**config.mk**
```make
export PLATFORM = sky130hd
export DESIGN_NAME = fuzz_misr
export DESIGN_NICKNAME = d
export VERILOG_FILES = /design/src/rtl/fuzz_chk_pkg.sv /design/src/rtl/fuzz_misr.sv
export SDC_FILE = /design/constraint.sdc
export NUM_CORES = 1
export LEC_CHECK = 0
export ABC_AREA = 1
export BUFFER_PORTS_ARGS = -buffer_cell sky130_fd_sc_hd__buf_2
export CORE_AREA = 2 2 395 397
export DETAILED_ROUTE_END_ITERATION = 6
export DIE_AREA = 0 0 397 399
export SYNTH_ARGS = -nofsm -noshare
export SYNTH_HDL_FRONTEND = slang
export SYNTH_SLANG_ARGS = --single-unit
```
**constraint.sdc**
```tcl
create_clock -name clk -period 2.3 [get_ports clk]
set_input_delay 0.46 -clock clk [delete_from_list [all_inputs] [get_ports clk]]
set_output_delay 0.46 -clock clk [all_outputs]
set_load 0.02 [all_outputs]
```
**src/rtl/fuzz_chk_pkg.sv**
```systemverilog
// Shared types and helpers for the fuzz response checker.
// State encoding, default widths and the MISR step function.
package fuzz_chk_pkg;

  localparam int CNT_W_DEF = 16;
  localparam int Y_W_DEF = 501;

  typedef enum logic [1:0] {
    IDLE,
    WAIT,
    RUN,
    FIN
  } state_e;

  function automatic logic [Y_W_DEF-1:0] misr_step(
    input logic [Y_W_DEF-1:0] sig,
    input logic [Y_W_DEF-1:0] poly,
    input logic [Y_W_DEF-1:0] din
  );
    return {sig[Y_W_DEF-2:0], 1'b0}
         ^ (sig[Y_W_DEF-1] ? poly : '0)
         ^ din;
  endfunction

endpackage

```
**src/rtl/fuzz_misr.sv**
```systemverilog
// Multiple-input signature register.
// Loads SEED on load, folds din in on en.
module fuzz_misr
  import fuzz_chk_pkg::*;
#(
  parameter int Y_W = Y_W_DEF,
  parameter logic [Y_W-1:0] POLY = Y_W'(5),
  parameter logic [Y_W-1:0] SEED = '0
) (
  input  logic           clk,
  input  logic           rst_n,
  input  logic           load,
  input  logic           en,
  input  logic [Y_W-1:0] din,
  output logic [Y_W-1:0] sig
);

  logic [Y_W-1:0] sig_q, sig_d, step;

  if (Y_W == Y_W_DEF) begin : g_pkg
    assign step = misr_step(sig_q, POLY, din);
  end else begin : g_gen
    assign step = {sig_q[Y_W-2:0], 1'b0}
                ^ (sig_q[Y_W-1] ? POLY : '0)
                ^ din;
  end

  // Next signature: reload wins over a fold.
  always_comb begin
    sig_d = sig_q;
    if (load) sig_d = SEED;
    else if (en) sig_d = step;
  end

  // Signature register.
  always_ff @(posedge clk) begin
    if (!rst_n) sig_q <= SEED;
    else sig_q <= sig_d;
  end

  assign sig = sig_q;

endmodule

```
# Word level (Yosys, flattened, before mapping)
# Index checks and enable logic that the tools add are counted.
[word_totals]
register_bits = 501
latch_bits = 0
mem_bits_rw = 0
rom_bits = 0
inputBits = 505
output_inout_bits = 501
word_cells = 6
n_memories = 0
[classes]
addsub = 0
n_mul = 0
div_mod_pow = 0
magnitude_cmp = 0
eq_ne = 0
shifts = 0
mux = 1
n_bitwise = 3
n_reduce_logical = 1
[ops]
columns = ["operator", "count"]
rows = [
  ["501-bit by 3-bit XOR with 501-bit output", 1],
  ["501-bit XOR", 1],
  ["3-bit two-way mux", 1],
  ["2-bit OR reduction", 1],
  ["1-bit inverter", 1],
]

# Longest topological paths before layout
[depth]
ltp_word = 3
ltp_mapped = 7
ltp_nobuf = 7

# Worst setup path after synthesis
# No wires, ideal clock.
[synth_timing]
path_type = "input-to-reg"
from = "input en"
to = "register sig_q[416], in the netlist sig[416]"
setup_ns = 0.115
t_arrival_ns = 1.122
required_time_ns = 2.185
path_slack_ns = 1.063
cell_stages = 6
n_path_buf = 3
path_cell_list = "buf_6 -> inv_2 -> clkbuf_8 -> clkbuf_2 -> o21ai_0 -> inv_1"
[synth_rtl]
columns = ["item", "line", "rtl"]
rows = [
  ["start: declaration", "fuzz_misr.sv:13", "input logic en,"],
  ["end signal: assignment", "fuzz_misr.sv:38", "else sig_q <= sig_d;"],
  ["end: declaration", "fuzz_misr.sv:18", "logic [Y_W-1:0] sig_q, sig_d, step;"],
]
# No word-level cell between the ends.

# Final worst setup path
[layout_timing]
from = "register sig_q[311], in the netlist sig[311]"
to = "output sig[311]"
[layout_rtl]
columns = ["item", "line", "rtl"]
rows = [
  ["end: declaration", "fuzz_misr.sv:15", "output logic [Y_W-1:0] sig"],
]
# No word-level cell between the ends.

==> flow_summary.json <==
{
  "ir_worst_vdd_v": 0.000518,
  "drt_pass1_iterations": 5,
  "dp_hpwl_um": 92200,
  "netSwitchingFraction_pct": 29.5,
  "rows": 144,
  "ys_ff_latch": 501,
  "post_cts_resized": 0,
  "clockBufferDepth": 3,
  "synth_async_sr_flop_share_pct": 0,
  "power_frac_seq_pct": 41.7,
  "synth_simple_gate_area_share_pct": 15.9,
  "syn_inst": 3181,
  "synthFlopType": "dfxtp_1",
  "cp_max_fo": 3,
  "synth-compound-area-share_pct": 10.5,
  "crit_arrival_ns": 1.53,
  "synth_most_common_cell": "nor2_1",
  "ys_seq_area_share_pct": 42.1,
  "synth_top_family_by_area": "XOR/XNOR gates",
  "dieArea_mm2": 0.158,
  "cts_tree": "done",
  "cp-start-kind": "flip-flop",
  "cts_sinks": 501,
  "netlist_area_mm2": 0.0238,
  "portBuffers": 1005,
  "max_stage_delay_ns": 0.55,
  "cts-root-buf": "clkbuf_16",
  "grt_pass1_vias": 21400,
  "synth_area_leaders": "dfxtp_1 42%, xor2_1 18%, nor2_1 16%, o21ai_0 11%, inv_1 8.0%",
  "cts-buffers-inserted": 59,
  "die_y_um": 399,
  "ys_warn_count": 0,
  "post-route-util_pct": 21.4,
  "synthDistinctLibCells": 15,
  "final_hold_viol_count": 0,
  "power.switching_mw": 6.77,
  "avgSynthCellArea_um2": 7.49,
  "grt_pass1_wl_um": 153000,
  "period_share_pct": 86.5,
  "drv_slew": 0,
  "synth_top_cell_by_area": "dfxtp_1",
  "fp.dieW_um": 397,
  "grt_max_degree": 133,
  "power_leakage_nw": 20.1,
  "drive_above_1_share_pct": 27.9,
  "path_cells": "buf_2",
  "cp.required_ns": 1.84,
  "vias": 23300,
  "drt_iter0_markers": 1498,
  "finalCriticalPeriod_ns": 1.99,
  "wirelength_um": 113000,
  "grt_overflow": 0,
  "clk_pin_slew_ns": 0.06,
  "power_density_mw_per_mm2": 696,
  "worst_pin_slew_ns": 0.835,
  "synthAdderAreaFrac_pct": 0,
  "cts_max_level": 2,
  "finalWorstSetupSlack_ns": 0.311,
  "ctsHoldBuffers": 0,
  "cp-end-kind": "output pin",
  "gp_congestion": 0.935,
  "place_inst": 6127,
  "status": "complete, no violations",
  "p_int_mw": 16.1,
  "grt_setup_unrepaired": "no",
  "postCtsSetupBuffers": 0,
  "initial_core_util_pct": 15.5,
  "syn_nets": 3686,
  "netlist_top_cells_count": "998 x nor2_1, 505 x inv_1, 501 x dfxtp_1",
  "critPathBufInv": 1,
  "synth-edff-count": 0,
  "crit_family": "flip-flops",
  "largest_reg_flops": 501,
  "clkLatencyLatePin_ns": 0.65,
  "syn_to_final_growth_pct": 38.2,
  "antenna_found_initial": 32,
  "synth_mux_area_share_pct": 0,
  "core_mm2": 0.154,
  "setup_viol": 0,
  "fin_cells": 6246,
  "max-cap-violations": 0,
  "antenna_left": 0,
  "fmax_ghz": 0.503,
  "total_power_mw": 22.9,
  "setup_tns_ns": 0,
  "synth_top_area_share_pct": 42.1,
  "max_slew_margin_pct": 44.3,
  "p_clk_share_pct": 42.7,
  "drc_errors": 0,
  "gr-usage-all-layers_pct": 13.4,
  "hp-class": "in2reg",
  "io_pins": 1006,
  "cpMaxStageDelayCell": "dfxtp_1",
  "combinationalPowerShare_pct": 15.6,
  "preCtsSetupSlack_ns": 0.493,
  "synthXorXnorAreaFrac_pct": 18.4,
  "clock_skew_ns": 0.0248,
  "path_class": "reg2out",
  "avgViaCountPerCell": 3.72,
  "nets": 4649,
  "wl_per_cell_um": 18.1
}
[path summary, 6_finish.rpt]
check                                      startpoint                    end  slack [ns]  cells past startpoint
worst max-delay path            sig[311]$_SDFFE_PP0P_               sig[311]        0.31                      1
worst min-delay path                         din[497]  sig[497]$_SDFFE_PP0P_        0.14                      4
worst max register to register  sig[488]$_SDFFE_PP0P_  sig[489]$_SDFFE_PP0P_        1.01                      3
worst min register to register  sig[224]$_SDFFE_PP0P_  sig[224]$_SDFFE_PP0P_        0.59                      4
[layout by cell type, fill, tap and decap left out, types with 2 or more instances in the layout]
cell,netlist,routed
clkbuf_1,1,8
buf_12,0,17
nand2_1,6,5
clkbuf_8,5,13
a21oi_1,2,2
xor2_1,500,500
clkinvlp_4,0,3
dfxtp_1,501,501
buf_2,54,1004
clkinv_2,0,13
clkbuf_16,0,60
nand3_1,2,2
buf_4,0,46
inv_1,505,505
nor2_1,998,998
bufinv_16,0,5
clkinv_4,0,2
diode_2,0,13
o21ai_0,500,500
[cell families (layout without fill, tap and decap cells)]
group	after synthesis	count (layout)
AOI/OAI and AO/OA	502	502
xor gates and xnor gates	500	500
buffers and inverters	672	1680
DFF	501	501
other	0	13
and+or+nand+nor	1006	1006
[area by class of cell]
| cell class | instances | area (µm²) |
|---|---|---|
| clock buffer | 81 | 1710 |
| sequential | 501 | 10000 |
| fill | 17200 | 121000 |
| antenna | 13 | 32.5 |
| inverter | 506 | 1910 |
| multi-input combinational | 2008 | 10700 |
| timing repair buffer | 1068 | 5730 |
| tap | 2044 | 2560 |
| clock inverter | 25 | 280 |
[power groups by stage]
stage | Clock, mW | Sequential [mW] | Combinational [mW]
after global routing | 10.4 | 9.60 | 3.91
after floorplan | 0 | 10.1 | 1.52
after detailed placement | 0 | 9.74 | 3.60
after global placement | 0 | 9.72 | 3.57
final | 9.79 | 9.56 | 3.57
after CTS | 10.1 | 9.55 | 3.62
[layer usage]
layer / track usage, % / share of wire [%] / vias to the layer above / routed length, µm
li1: - / - / 11400 / -
met5: 0 / 0.098 / - / 111
met1: 15.9 / 40 / 10800 / 44900
met2: 22.5 / 48 / 881 / 53800
met3: 4.39 / 9.4 / 174 / 10600
met4: 4.44 / 3.2 / 18 / 3560
[through the flow]
step           hold slack, ns  area (µm²)
2_1_floorplan           0.645       23800
3_3_place_gp            0.573       30900
6_report                0.144       32900
5_1_grt                 0.110       32900
4_1_cts                0.0775       32900
3_5_place_dp            0.580       30900
Note: power is estimated with default switching activity, not from simulation.
